### config.mk
export PLATFORM = sky130hd
export DESIGN_NAME = mem_arbiter
export DESIGN_NICKNAME = d
export VERILOG_FILES = /design/src/rtl/mem_arbiter.sv
export SDC_FILE = /design/constraint.sdc
export NUM_CORES = 1
export LEC_CHECK = 0
export BUFFER_PORTS_ARGS = -buffer_cell sky130_fd_sc_hd__buf_2
export CORE_ASPECT_RATIO = 1.2
export CORE_UTILIZATION = 45
export DETAILED_ROUTE_END_ITERATION = 6
export MAX_ROUTING_LAYER = met4
export PLACE_DENSITY = 0.86
export SETUP_SLACK_MARGIN = 0.02
export SYNTH_ARGS = -nofsm -noshare
export SYNTH_HDL_FRONTEND = slang
export SYNTH_SLANG_ARGS = --single-unit
### constraint.sdc
create_clock -name clk -period 2.3 [get_ports clk]
set_input_delay 0.69 -clock clk [delete_from_list [all_inputs] [get_ports clk]]
set_output_delay 0.69 -clock clk [all_outputs]
set_load 0.01 [all_outputs]
### src/rtl/mem_arbiter.sv
// rtl/mem_arbiter.sv - arbitrates an instruction-fetch port and a data port onto one shared memory port
module mem_arbiter #(
   parameter int XLEN      = 32,
   parameter int ADDR_SIZE = 32
) (
   input  logic                 clk,
   input  logic                 rst,
   input  logic                 i_readEn,
   input  logic [ADDR_SIZE-1:0] i_addr,
   input  logic                 flush,
   output logic [XLEN-1:0]      i_rdata,
   output logic                 i_readFin,
   input  logic                 d_req,
   input  logic                 d_we,
   input  logic [ADDR_SIZE-1:0] d_addr,
   input  logic [XLEN-1:0]      d_wdata,
   input  logic [XLEN/8-1:0]    d_wstrb,
   output logic [XLEN-1:0]      d_rdata,
   output logic                 d_fin,
   output logic                 mem_req,
   output logic                 mem_we,
   output logic [ADDR_SIZE-1:0] mem_addr,
   output logic [XLEN-1:0]      mem_wdata,
   output logic [XLEN/8-1:0]    mem_wstrb,
   input  logic [XLEN-1:0]      mem_rdata,
   input  logic                 mem_ack
);

   typedef enum logic [1:0] {IDLE, BUSY_I, BUSY_D, DONE} state_t;

   state_t state, state_nxt;
   logic   last_grant_d;   // 0 = fetch port granted last, 1 = data port
   logic   owner_d;        // port owning the transaction in flight
   logic   drop;
   logic   fetch_req;
   logic   grant_i, grant_d;

   assign fetch_req = i_readEn & ~flush;

   always_ff @(posedge clk or negedge rst) begin
      if (!rst) state <= IDLE;
      else      state <= state_nxt;
   end

   always_comb begin
      state_nxt = state;
      grant_i   = 1'b0;
      grant_d   = 1'b0;
      mem_req   = 1'b0;
      i_readFin = 1'b0;
      d_fin     = 1'b0;
      case (state)
         IDLE: begin
            if (d_req && fetch_req) begin
               grant_d = !last_grant_d;
               grant_i = last_grant_d;
            end else begin
               grant_d = d_req;
               grant_i = fetch_req;
            end
            if (grant_d)      state_nxt = BUSY_D;
            else if (grant_i) state_nxt = BUSY_I;
         end
         BUSY_I, BUSY_D: begin
            mem_req = 1'b1;
            if (mem_ack) state_nxt = DONE;
         end
         DONE: begin
            // a flush landing on the completion cycle still kills the fetch pulse
            i_readFin = !owner_d && !drop && !flush;
            d_fin     = owner_d;
            state_nxt = IDLE;
         end
         default: state_nxt = IDLE;
      endcase
   end

   always_ff @(posedge clk or negedge rst) begin
      if (!rst) begin
         last_grant_d <= 1'b0;
         owner_d      <= 1'b0;
         drop         <= 1'b0;
         mem_we       <= 1'b0;
         mem_addr     <= '0;
         mem_wdata    <= '0;
         mem_wstrb    <= '0;
         i_rdata      <= '0;
         d_rdata      <= '0;
      end else begin
         if (grant_d) begin
            owner_d      <= 1'b1;
            last_grant_d <= 1'b1;
            mem_we       <= d_we;
            mem_addr     <= d_addr;
            mem_wdata    <= d_wdata;
            mem_wstrb    <= d_wstrb;
         end else if (grant_i) begin
            owner_d      <= 1'b0;
            last_grant_d <= 1'b0;
            mem_we       <= 1'b0;
            mem_addr     <= i_addr;
            mem_wstrb    <= '0;
         end

         if (state == IDLE)
            drop <= 1'b0;
         else if (flush && (state == BUSY_I || (state == DONE && !owner_d)))
            drop <= 1'b1;

         if (state == BUSY_I && mem_ack && !drop && !flush)
            i_rdata <= mem_rdata;
         if (state == BUSY_D && mem_ack)
            d_rdata <= mem_rdata;
      end
   end

endmodule

Word level (Yosys, flattened, before mapping)

Cells that the tools add are included.

Equal/unequal tests: 5
Multiplexer cells: 22
Bitwise logic cells: 2
Reductions and logical operators: 18

Operator list:

| operator             | count |
|---|---|
| $mux W32             | 2 |
| $mux W1              | 14 |
| $logic_and A1 B1 Y1  | 9 |
| $mux W4              | 2 |
| $mux W2              | 3 |
| $pmux W2 S3          | 1 |
| $eq A2 B2 Y1 const B | 2 |
| $reduce_bool A2 Y1   | 2 |
| $logic_not A1 Y1     | 3 |
| $ne A3 B3 Y1 const B | 1 |
| $eq A2 B1 Y1 const B | 1 |
| $logic_not A2 Y1     | 1 |
| $ne A2 B2 Y1 const B | 1 |
| $reduce_and A2 Y1    | 1 |
| $reduce_or A2 Y1     | 1 |
| $and A1 B1 Y1        | 1 |
| $logic_or A1 B1 Y1   | 1 |
| $not A1 Y1           | 1 |

Register bits after elaboration: 137
Input bits: 139
Output and inout port bits: 136
Logic and storage cells: 56

Logic depth before layout (Yosys ltp)

Gate-level depths: netlist (run 1).

Depth after elaboration: 8
Mapped depth: 7
Depth with buffers taken out: 5

Worst setup path after synthesis (run 1)

No wires, ideal clock.

Kind: input port to output port
From: input flush
To: output i_readFin
Data arrival time: 0.999 ns
Required time: 1.610 ns
Path slack: 0.611 ns
Stages on the path: 1
Buffers on the path: 0
Cells stage by stage: nor3b_1

Longest elaborated chain between the ends: 3

RTL lines:

| what                | RTL line | source |
|---|---|---|
| start: declaration  | 10       | `input logic flush,` |
| $logic_not A1 Y1    | 70       | `i_readFin = !owner_d && !drop && !flush;` |
| $logic_and A1 B1 Y1 | 70       |  |
| $mux W1             | 52       | `case (state)` |
| end: declaration    | 12       | `output logic i_readFin,` |

No other way between the ends.

Worst setup path in the final report (run 1)

From: register state[1]
To: output i_readFin

Longest elaborated chain between the ends: 2

RTL lines:

| what                     | RTL line | source |
|---|---|---|
| start: declaration       | 31       | `state_t state, state_nxt;` |
| start signal: assignment | 42       | `else state <= state_nxt;` |
| $eq A2 B2 Y1             | 52       |  |
| $mux W1                  | 52       |  |

No other way between the ends.

==> results of run 1 <==
registers in the layout (all words and copies together), names as in the netlist:
| register | flops |
|---|---|
| mem_we | 1 |
| owner_d | 1 |
| mem_addr | 32 |
| d_rdata | 32 |
| mem_wdata | 32 |
| mem_wstrb | 4 |
| state | 2 |
| drop | 1 |
| i_rdata | 32 |
worst register-to-register path: cells and delay by family (launching register included):
| kind | cells | cell delay (ns) |
|---|---|---|
| buffers and inverters | 3 | 0.72 |
| AO/OA/AOI/OAI | 2 | 0.40 |
| flip-flops | 1 | 0.39 |
| adder cells (fa/ha/maj) | 1 | 0.32 |
layout make-up:
class                      count  share of cell area [%]
clock buffer                  17                    5.19
clock inverter                15                    1.97
inverter                      38                    1.74
tap                          164                    2.50
timing repair buffer         293                    19.5
multi-input combinational    255                    27.3
sequential                   137                    41.8
antenna                        1                  0.0305
cell families after synthesis:
kind of cell	Yosys count
AOI/OAI and AO/OA	109
and+or+nand+nor	45
adders and majority gates	4
buffers and inverters	78
DFF	137
muxes	97
Yosys cell counts (all sizes together) (2+ instances only):
| master | number | area (sq um) |
|---|---|---|
| nor2b | 2 | 12.5 |
| clkbuf | 24 | 90.1 |
| buf | 16 | 109 |
| inv | 38 | 143 |
| nand2 | 3 | 11.3 |
| a22oi | 32 | 240 |
| ha | 4 | 50.1 |
| dfrtp | 137 | 3430 |
| nor3 | 2 | 15.0 |
| a221oi | 32 | 280 |
| mux2 | 96 | 1080 |
| a22o | 5 | 43.8 |
| and3 | 32 | 200 |
| o21ai | 34 | 170 |
metrics by stage:
step / instance area, sq um / setup slack, ns
after floorplan: 5980 / 0.611
after global placement: 7590 / 0.0989
after detailed placement: 7590 / 0.0647
after CTS: 8180 / 0.0647
after global routing: 8190 / 0.0211
final: 8190 / 0.0944
timing repair:
action / in CTS / in global routing
endpoints found under the setup margin: 1 / 1
gates resized for setup: 1 / 0
buffers inserted: 0 / 1
hold endpoints to repair: 0 / 0
per-layer routing:
| metal | part of all wire [%] | GRT usage, % |
|---|---|---|
| met3 | 7.7 | 5.74 |
| met2 | 52 | 41.6 |
| met1 | 38 | 28.1 |
| met4 | 1.4 | 8.30 |
| met5 | 0 | - |
power by group:
| group | internal (mW) | switching [mW] | leakage (nW) | total, mW |
|---|---|---|---|---|
| registers | 3.63 | 0.639 | 1.61 | 4.27 |
| logic | 2.22 | 2.43 | 2.30 | 4.65 |
| clock network | 1.54 | 1.15 | 0.289 | 2.69 |
| total | 7.39 | 4.22 | 4.20 | 11.6 |
final timing paths:
check / startpoint / endpoint / slack, ns
setup / recovery: state[1] / i_readFin / 0.09
hold / removal: rst / d_rdata[17] / 0.21
setup reg to reg: state[0] / mem_addr[29] / 0.29
hold reg to reg: mem_wdata[12] / mem_wdata[12] / 0.48
max in group asynchronous: rst / mem_wstrb[1] / 1.48
min in group clk: mem_wdata[12] / mem_wdata[12] / 0.48
==> results.py, run 1 <==
metrics = {
    "yosys": {
        "synth-edff-count": 0,
        "synth_seq_cells": 137,
        "synth_area_per_cell_sq_um": 12.7,
        "synth_adder_area_share_pct": 0.837,
        "syn_nets": 613,
        "synth-simple-area-share_pct": 4.81,
        "yosysWarningCount": 0,
        "area_fraction_in_compound_gates_after_synthesis_pct": 13.1,
        "synth_cell_type_count": 32,
        "ffs_w_async_s_r_synth_pct": 100,
        "post_synth_xor_area_fraction_pct": 0,
        "synth-seq-area-share_pct": 57.3,
        "synth.mux.area_fraction_pct": 18.2,
        "dominant_combinational_cell_family_by_area_after_synthesis": "multiplexers",
        "mappedNetlistArea_sq_mm": 0.00598,
        "synthFlopType": "sky130_fd_sc_hd__dfrtp_1",
        "postSynthCellCount": 470,
    },
    "finish": {
        "layout.filler_cells": 999,
        "layout.cells.most_common": "sky130_fd_sc_hd__buf_2",
        "layout-drive-gt1-share_pct": 51.9,
        "postLayoutCoreUtil_pct": 64.1,
        "mostFrequentLayoutCells": "sky130_fd_sc_hd__buf_2 (273), sky130_fd_sc_hd__dfrtp_1 (137), sky130_fd_sc_hd__mux2_2 (62)",
        "layout_net_count": 885,
        "area_growth_pct": 37.0,
        "ff_latch_area_sq_mm": 0.00343,
        "combined_area_of_the_multi_input_logic_cells_sq_mm": 0.00223,
        "stdcell_count": 920,
    },
    "timing": {
        "worst-slew-pin-transition_ns": 1.03,
        "report.final.hold_viol_count": 0,
        "slew_violations": 0,
        "fin_worst_hold_slack_ns": 0.214,
        "worst_slew_margin_pct": 30.9,
        "post-route-period-util_pct": 95.9,
        "worst_clock_skew_ns": 0.00754,
        "timing.fmax_ghz": 0.453,
        "setup_tns_ns": 0,
        "setup_viol": 0,
        "fin_crit_ns": 2.21,
        "rsz0062_at_grt": "no",
    },
    "worst_setup_path": {
        "critical_path_cell_count": 4,
        "worst_ep_arrival_time_ns": 1.52,
        "timing.critical_path.slowest_stage_cell": "sky130_fd_sc_hd__dfrtp_1",
        "category_of_the_most_critical_setup_path": "flop to output port",
        "cp_data_required_time_ns": 1.61,
        "path_max_fanout": 4,
        "critPathLaunchType": "flop",
        "cp_cell_sequence": "ha_1, nor2b_1, nor3b_2, buf_2",
        "critical-path-max-stage-delay_ns": 0.39,
        "critPathTopFamily": "flip-flops",
        "worst_setup_path_end_kind": "output port",
        "critical_path_buf_inv_count": 1,
        "ff2ff_path_depth": 6,
    },
    "drt": {
        "ant_nets": 0,
        "first_pass_iters": 6,
        "drt_iter0_drc": 417,
        "wirelength_um": 16000,
        "vias": 4932,
        "route.detailed.drc": 0,
        "via_per_instance_ratio": 5.36,
        "wire_per_inst_um": 17.4,
    },
    "power": {
        "power.density_mw_per_mm2": 1420,
        "total_power_after_layout_mw": 11.6,
        "p_leak_nw": 4.20,
        "ir_drop_mv": 0.723,
    },
    "floorplan": {
        "die-height_um": 128,
        "die_area_sq_mm": 0.0138,
        "core.rowCount": 45,
        "horizontal_die_dimension_um": 107,
        "initial_core_util_pct": 46.8,
        "core_area_sq_mm": 0.0128,
        "io_pins": 275,
    },
    "global_route": {
        "global_route.overflow_total": 0,
        "number_of_antenna_violations_at_the_first_check_in_global_routing": 1,
        "grt_max_degree": 51,
        "groute.usage.overall_pct": 24.4,
        "first_pass_grt_wire_length_um": 25100,
        "grt_pass1_vias": 4957,
    },
    "cts": {
        "maximum_count_of_clock_buffers_along_a_single_path": 2,
        "clk_transition_reported_paths_ns": 0.06,
        "h-tree-depth": 4,
        "cts_tree": "done",
        "worst_skew_pair.late_latency_ns": 0.41,
        "cts-root-buf": "sky130_fd_sc_hd__clkbuf_16",
        "hold_buffers": 0,
        "cts_sinks": 137,
        "cts_inserted_buffers": 17,
    },
    "run_status": {
        "result_of_the_run": "finished clean",
    },
    "place": {
        "io_buffers": 274,
        "dp.final_hpwl_um": 11600,
        "finalWeightedCongestion": 0.809,
        "dp.cells": 886,
    },
    "run": {
        "maxCapViolCount": 0,
    },
    "worst_hold_path": {
        "hold_path.class": "primary input to async pin",
    },
}
Power figures use the tool's default switching activity.
==> run 2, diff against run 1 <==
--- a/config.mk
+++ b/config.mk
@@ -5,12 +5,13 @@
 export SDC_FILE = /design/constraint.sdc
 export NUM_CORES = 1
 export LEC_CHECK = 0
+export ABC_AREA = 1
 export BUFFER_PORTS_ARGS = -buffer_cell sky130_fd_sc_hd__buf_2
 export CORE_ASPECT_RATIO = 1.2
 export CORE_UTILIZATION = 45
 export DETAILED_ROUTE_END_ITERATION = 6
 export MAX_ROUTING_LAYER = met4
-export PLACE_DENSITY = 0.86
+export PLACE_DENSITY = 0.87
 export SETUP_SLACK_MARGIN = 0.02
 export SYNTH_ARGS = -nofsm -noshare
 export SYNTH_HDL_FRONTEND = slang
==> results.py, run 2 <==
metrics = {
    "worst_setup_path": {
        "critical-path-max-stage-delay_ns": 0.40,
        "cp_cell_sequence": "inv_1, ha_1, buf_2",
        "worst_ep_arrival_time_ns": 1.43,
        "critPathLaunchType": "flop",
        "worst_setup_path_end_kind": "output port",
        "path_max_fanout": 4,
        "category_of_the_most_critical_setup_path": "flop to output port",
        "timing.critical_path.slowest_stage_cell": "sky130_fd_sc_hd__dfrtp_1",
        "timing.reg2reg.setup_slack_ns": 0.48,
        "cp_data_required_time_ns": 1.61,
    },
    "finish": {
        "final_design_area_no_fill_sq_mm": 0.00802,
        "mostFrequentLayoutCells": "sky130_fd_sc_hd__buf_2 (273), sky130_fd_sc_hd__nand2_1 (249), sky130_fd_sc_hd__dfrtp_1 (137)",
        "postLayoutCoreUtil_pct": 63.1,
        "area_growth_pct": 35.8,
        "stdcell_count": 1158,
        "layout.filler_cells": 1079,
        "layout.cells.most_common": "sky130_fd_sc_hd__buf_2",
        "ff_latch_area_sq_mm": 0.00343,
        "combined_area_of_the_multi_input_logic_cells_sq_mm": 0.00189,
        "layout_net_count": 1123,
        "layout-drive-gt1-share_pct": 32.6,
    },
    "cts": {
        "h-tree-depth": 4,
        "post_cts_resize_count": 0,
        "clk_transition_reported_paths_ns": 0.06,
        "hold_buffers": 0,
        "cts_inserted_buffers": 17,
        "post_cts_setup_buffers": 0,
        "worst_skew_pair.late_latency_ns": 0.41,
        "cts_sinks": 137,
        "maximum_count_of_clock_buffers_along_a_single_path": 2,
        "cts_tree": "done",
        "cts-root-buf": "sky130_fd_sc_hd__clkbuf_16",
    },
    "timing": {
        "rsz0062_at_grt": "no",
        "worst_slew_margin_pct": 52.6,
        "post-route-period-util_pct": 92.2,
        "report.final.hold_viol_count": 0,
        "timing.fmax_ghz": 0.472,
        "worst_clock_skew_ns": 0.00652,
        "worst-slew-pin-transition_ns": 0.711,
        "setup_tns_ns": 0,
        "fin_worst_hold_slack_ns": 0.157,
        "slew_violations": 0,
        "fin_crit_ns": 2.12,
        "setup_viol": 0,
    },
    "global_route": {
        "groute.usage.overall_pct": 24.4,
        "global_route.overflow_total": 0,
        "grt_max_degree": 71,
        "grt_pass1_vias": 5175,
        "first_pass_grt_wire_length_um": 25100,
        "number_of_antenna_violations_at_the_first_check_in_global_routing": 1,
    },
    "yosys": {
        "postSynthCellCount": 716,
        "syn_nets": 859,
        "synth.cells.most_frequent": "sky130_fd_sc_hd__nand2_1 (251), sky130_fd_sc_hd__dfrtp_1 (137), sky130_fd_sc_hd__inv_1 (106)",
        "netlist_top_cells_area": "sky130_fd_sc_hd__dfrtp_1 (58%), sky130_fd_sc_hd__nand2_1 (16%), sky130_fd_sc_hd__nand3_1 (8.7%)",
        "synth-edff-count": 0,
        "yosysWarningCount": 0,
        "synthMostInstantiatedCell": "sky130_fd_sc_hd__nand2_1",
        "ffs_w_async_s_r_synth_pct": 100,
        "synth_area_per_cell_sq_um": 8.25,
        "synth_seq_cells": 137,
        "synth_cell_type_count": 16,
        "synthFlopType": "sky130_fd_sc_hd__dfrtp_1",
        "mappedNetlistArea_sq_mm": 0.00591,
        "area_share_of_the_largest_cell_type_after_synthesis_pct": 58.0,
        "synth-seq-area-share_pct": 58.0,
        "netlist.top_cell.by_area": "sky130_fd_sc_hd__dfrtp_1",
    },
    "floorplan": {
        "die-height_um": 128,
        "io_pins": 275,
        "core.rowCount": 45,
        "initial_core_util_pct": 46.4,
        "die_area_sq_mm": 0.0136,
        "core_area_sq_mm": 0.0127,
        "horizontal_die_dimension_um": 107,
    },
    "power": {
        "ir_drop_mv": 0.665,
        "power.density_mw_per_mm2": 1350,
        "p_leak_nw": 4.85,
    },
    "drt": {
        "drt_iter0_drc": 431,
        "via_per_instance_ratio": 4.81,
        "wire_per_inst_um": 13.7,
        "first_pass_iters": 5,
        "ant_nets": 0,
        "route.detailed.drc": 0,
        "wirelength_um": 15900,
        "vias": 5572,
    },
    "run_status": {
        "result_of_the_run": "finished clean",
    },
    "place": {
        "finalWeightedCongestion": 0.838,
        "dp.final_hpwl_um": 11300,
        "dp.cells": 1125,
        "dpl-instance-area_sq_mm": 0.00746,
        "io_buffers": 274,
    },
    "worst_hold_path": {
        "hold_path.class": "primary input to async pin",
    },
    "run": {
        "maxCapViolCount": 0,
    },
}
run 2: cell count changes after synthesis, sizes merged, moves of 32 or more:
cell,before,now
a22oi,32,0
a221oi,32,0
nand2,3,251
mux2,96,0
inv,38,109
and3,32,0
nand3,0,105
run 2: cell families (layout without fill, tap and decap cells):
group | Yosys count | in the layout | synth area share, %
compound gates | 67 | 67 | 5.86
flops | 137 | 137 | 58.0
fa+ha+maj | 4 | 4 | 0.847
simple gates | 360 | 360 | 25.3
buf+inv | 148 | 425 | 10.0
other cells | 0 | 1 | 0
run 2: path summary, 6_finish.rpt:
check                              from            end  depth (start not counted)
setup / recovery               state[0]        mem_req                          3
hold / removal                      rst  mem_wdata[31]                          1
setup reg to reg               state[0]    mem_addr[1]                          9
hold reg to reg            mem_wstrb[1]   mem_wstrb[1]                          2
max in group asynchronous           rst   mem_wdata[2]                          2
min in group clk           mem_wstrb[1]   mem_wstrb[1]                          2
run 2: power breakdown:
group | total, mW | switching, mW | internal (mW) | leakage, nW
clock network | 2.54 | 1.12 | 1.42 | 0.268
logic | 4.16 | 2.54 | 1.62 | 2.88
registers | 4.13 | 0.593 | 3.54 | 1.71
run 2: worst max-delay path, delay by kind of cell (launching register included):
family	cells	cell delay, ns
DFF	1	0.40
adders and majority gates	1	0.34
buffers and inverters	2	0.29
run 2: layout make-up:
cell class	count	area share, %
antenna	1	0.0312
clock buffer	17	5.30
clock inverter	15	1.64
inverter	109	5.10
multi-input combinational	431	23.6
sequential	137	42.7
tap	164	2.56
timing repair buffer	284	19.0
run 2: stage by stage:
step                      power, mW  setup WS, ns
final                          10.8         0.180
after global routing           11.6        0.0802
after CTS                      10.9         0.155
after global placement         8.17         0.376
after detailed placement       8.35         0.332
after floorplan                6.47         0.565
run 2: layer usage:
layer	GRT usage [%]	up-vias	part of all wire (%)
met4	10.7	0	2.8
met5	-	-	0
li1	-	2731	-
met1	28.7	2569	40
met3	5.15	37	6.3
met2	40.1	235	51
==> run 3, diff against run 2 <==
==> config.mk (replaced) <==
export PLATFORM = sky130hd
export DESIGN_NAME = mem_arbiter
export DESIGN_NICKNAME = d
export VERILOG_FILES = /design/src/rtl/mem_arbiter.sv
export SDC_FILE = /design/constraint.sdc
export NUM_CORES = 1
export LEC_CHECK = 0
export ABC_AREA = 1
export CORE_ASPECT_RATIO = 1.2
export CORE_UTILIZATION = 45
export DETAILED_ROUTE_END_ITERATION = 6
export DONT_BUFFER_PORTS = 1
export MAX_ROUTING_LAYER = met4
export PLACE_DENSITY = 0.69
export SETUP_SLACK_MARGIN = 0.3
export SYNTH_ARGS = -nofsm -noshare
export SYNTH_HDL_FRONTEND = slang
export SYNTH_SLANG_ARGS = --single-unit
==> results.py, run 3 (synthesized netlist as in run 2, its figures left out) <==
metrics = {
    "run_status": {
        "result_of_the_run": "finished, violations left",
        "violations": "hold timing",
    },
    "finish": {
        "layout-drive-gt1-share_pct": 7.51,
        "insertedDiodeCount": 0,
        "layout.cells.most_common": "sky130_fd_sc_hd__nand2_1",
        "layout.filler_cells": 1195,
        "area_growth_pct": 13.0,
        "layout_net_count": 849,
        "mostFrequentLayoutCells": "sky130_fd_sc_hd__nand2_1 (248), sky130_fd_sc_hd__dfrtp_1 (137), sky130_fd_sc_hd__inv_1 (106)",
    },
    "power": {
        "clock_power_share_pct": 27.9,
        "power.density_mw_per_mm2": 1500,
        "total_power_after_layout_mw": 10.0,
        "ir_drop_mv": 0.640,
        "power.share.switching_pct": 39.1,
        "comb_power_share_pct": 22.7,
        "p_seq_share_pct": 49.4,
        "netSwitchingPower_mw": 3.93,
        "p_leak_nw": 3.71,
        "internal-power_mw": 6.11,
    },
    "worst_setup_path": {
        "worst_setup_path_end_kind": "output port",
        "critical-path-max-stage-delay_ns": 0.40,
        "critPathTopFamily": "flip-flops",
        "r2r-end": "mem_addr[11]",
        "worst_ep_arrival_time_ns": 1.24,
        "cp_data_required_time_ns": 1.61,
        "critical_path_cell_count": 3,
        "path_max_fanout": 4,
        "worstSetupStartpoint": "state[1]",
        "critical_path.reg2reg.startpoint": "state[1]",
        "ff2ff_path_depth": 7,
        "critPathLaunchType": "flop",
        "category_of_the_most_critical_setup_path": "flop to output port",
        "timing.critical_path.slowest_stage_cell": "sky130_fd_sc_hd__dfrtp_1",
        "critical_path_buf_inv_count": 0,
        "timing.reg2reg.setup_slack_ns": 0.57,
        "cp_cell_sequence": "ha_1, nand2_2, nor2_4",
        "critical_path.endpoint": "i_readFin",
    },
    "timing": {
        "rsz0062_at_grt": "no",
        "slew_violations": 0,
        "post-route-period-util_pct": 83.8,
        "worst_slew_margin_pct": 57.4,
        "setup_tns_ns": 0,
        "setup_viol": 0,
        "report.final.hold_viol_count": 39,
        "worst-slew-pin-transition_ns": 0.638,
        "timing.fmax_ghz": 0.519,
        "fin_crit_ns": 1.93,
        "fin_worst_hold_slack_ns": -0.0160,
        "worst_clock_skew_ns": 0.0134,
    },
    "run": {
        "maxCapViolCount": 0,
    },
    "global_route": {
        "grt_pass1_vias": 4560,
        "grt_max_degree": 138,
        "global_route.overflow_total": 0,
        "groute.usage.overall_pct": 21.5,
        "first_pass_grt_wire_length_um": 22100,
        "number_of_antenna_violations_at_the_first_check_in_global_routing": 0,
    },
    "cts": {
        "clk_transition_reported_paths_ns": 0.06,
        "worst_skew_pair.late_latency_ns": 0.40,
        "cts-root-buf": "sky130_fd_sc_hd__clkbuf_16",
        "cts_tree": "done",
        "cts_inserted_buffers": 17,
        "maximum_count_of_clock_buffers_along_a_single_path": 2,
        "h-tree-depth": 4,
        "cts_sinks": 137,
    },
    "floorplan": {
        "core.rowCount": 45,
        "core_area_sq_mm": 0.0127,
        "horizontal_die_dimension_um": 107,
        "die-height_um": 128,
        "die_area_sq_mm": 0.0136,
        "io_pins": 275,
        "initial_core_util_pct": 46.4,
    },
    "worst_hold_path": {
        "hold_path.class": "primary input to async pin",
    },
    "drt": {
        "first_pass_iters": 5,
        "via_per_instance_ratio": 5.19,
        "vias": 4584,
        "ant_nets": 0,
        "wirelength_um": 14300,
        "route.detailed.drc": 0,
        "drt_iter0_drc": 383,
        "wire_per_inst_um": 16.2,
    },
    "place": {
        "dp.final_hpwl_um": 10100,
        "io_buffers": 0,
        "finalWeightedCongestion": 0.869,
    },
}
-- run 3: changes by cell type in the layout (fill, tap and decap cells not counted), moves of 2 or more --
cell | before | now
sky130_fd_sc_hd__buf_4 | 4 | 8
sky130_fd_sc_hd__nor2_1 | 4 | 2
sky130_fd_sc_hd__clkinv_4 | 5 | 3
sky130_fd_sc_hd__buf_2 | 273 | 0
sky130_fd_sc_hd__bufinv_16 | 0 | 3
sky130_fd_sc_hd__buf_12 | 6 | 2
-- run 3: per-layer routing --
| metal | routed length (um) | vias up | GRT usage [%] |
|---|---|---|---|
| met3 | 1260 | 33 | 6.38 |
| li1 | - | 2183 | - |
| met2 | 7210 | 218 | 35.3 |
| met1 | 5330 | 2150 | 23.5 |
| met4 | 484 | 0 | 11.4 |
| met5 | 0 | - | - |
-- run 3: area by class of cell --
cell class | instances | area [sq um] | share of cell area [%]
clock buffer | 17 | 425 | 6.37
multi-input combinational | 431 | 1920 | 28.7
tap | 164 | 205 | 3.07
clock inverter | 15 | 189 | 2.83
sequential | 137 | 3430 | 51.3
inverter | 109 | 409 | 6.13
timing repair buffer | 10 | 100 | 1.50
-- run 3: power by group through the flow --
stage	clock (mW)	sequential [mW]	combinational [mW]
final	2.80	4.96	2.28
after global routing	2.97	5.08	2.68
after CTS	2.87	4.97	2.29
after detailed placement	0	4.99	2.25
after global placement	0	4.97	2.10
after floorplan	0	4.66	1.81
-- run 3: worst min path at each step --
stage                     startpoint       endpoint  slack (ns)  depth (start not counted)
after global routing             rst  mem_wdata[29]       -0.04                          0
after floorplan                  rst     d_rdata[0]        0.39                          0
after CTS                        rst  mem_wdata[29]       -0.04                          0
after global placement           rst  mem_wdata[18]        0.40                          0
final                            rst  mem_wdata[29]       -0.02                          0
after detailed placement         rst  mem_wdata[29]        0.40                          0
-- run 3: through the flow --
stage,cells,utilization [%],setup WS (ns),cell area (sq um)
2_1_floorplan,716,-,0.565,5910
6_report,883,52.5,0.374,6680
3_5_place_dp,850,47.4,0.495,6030
3_3_place_gp,850,47.4,0.491,6030
4_1_cts,882,52.3,0.294,6660
5_1_grt,883,52.5,0.305,6680
-- run 3: timing repair --
action | 4_1_cts | 5_1_grt
resized for setup | 3 | 3
setup endpoints to repair | 2 | 1
endpoints found under the hold margin | 137 | 137
setup buffers | 0 | 1
pin swaps | 1 | 0
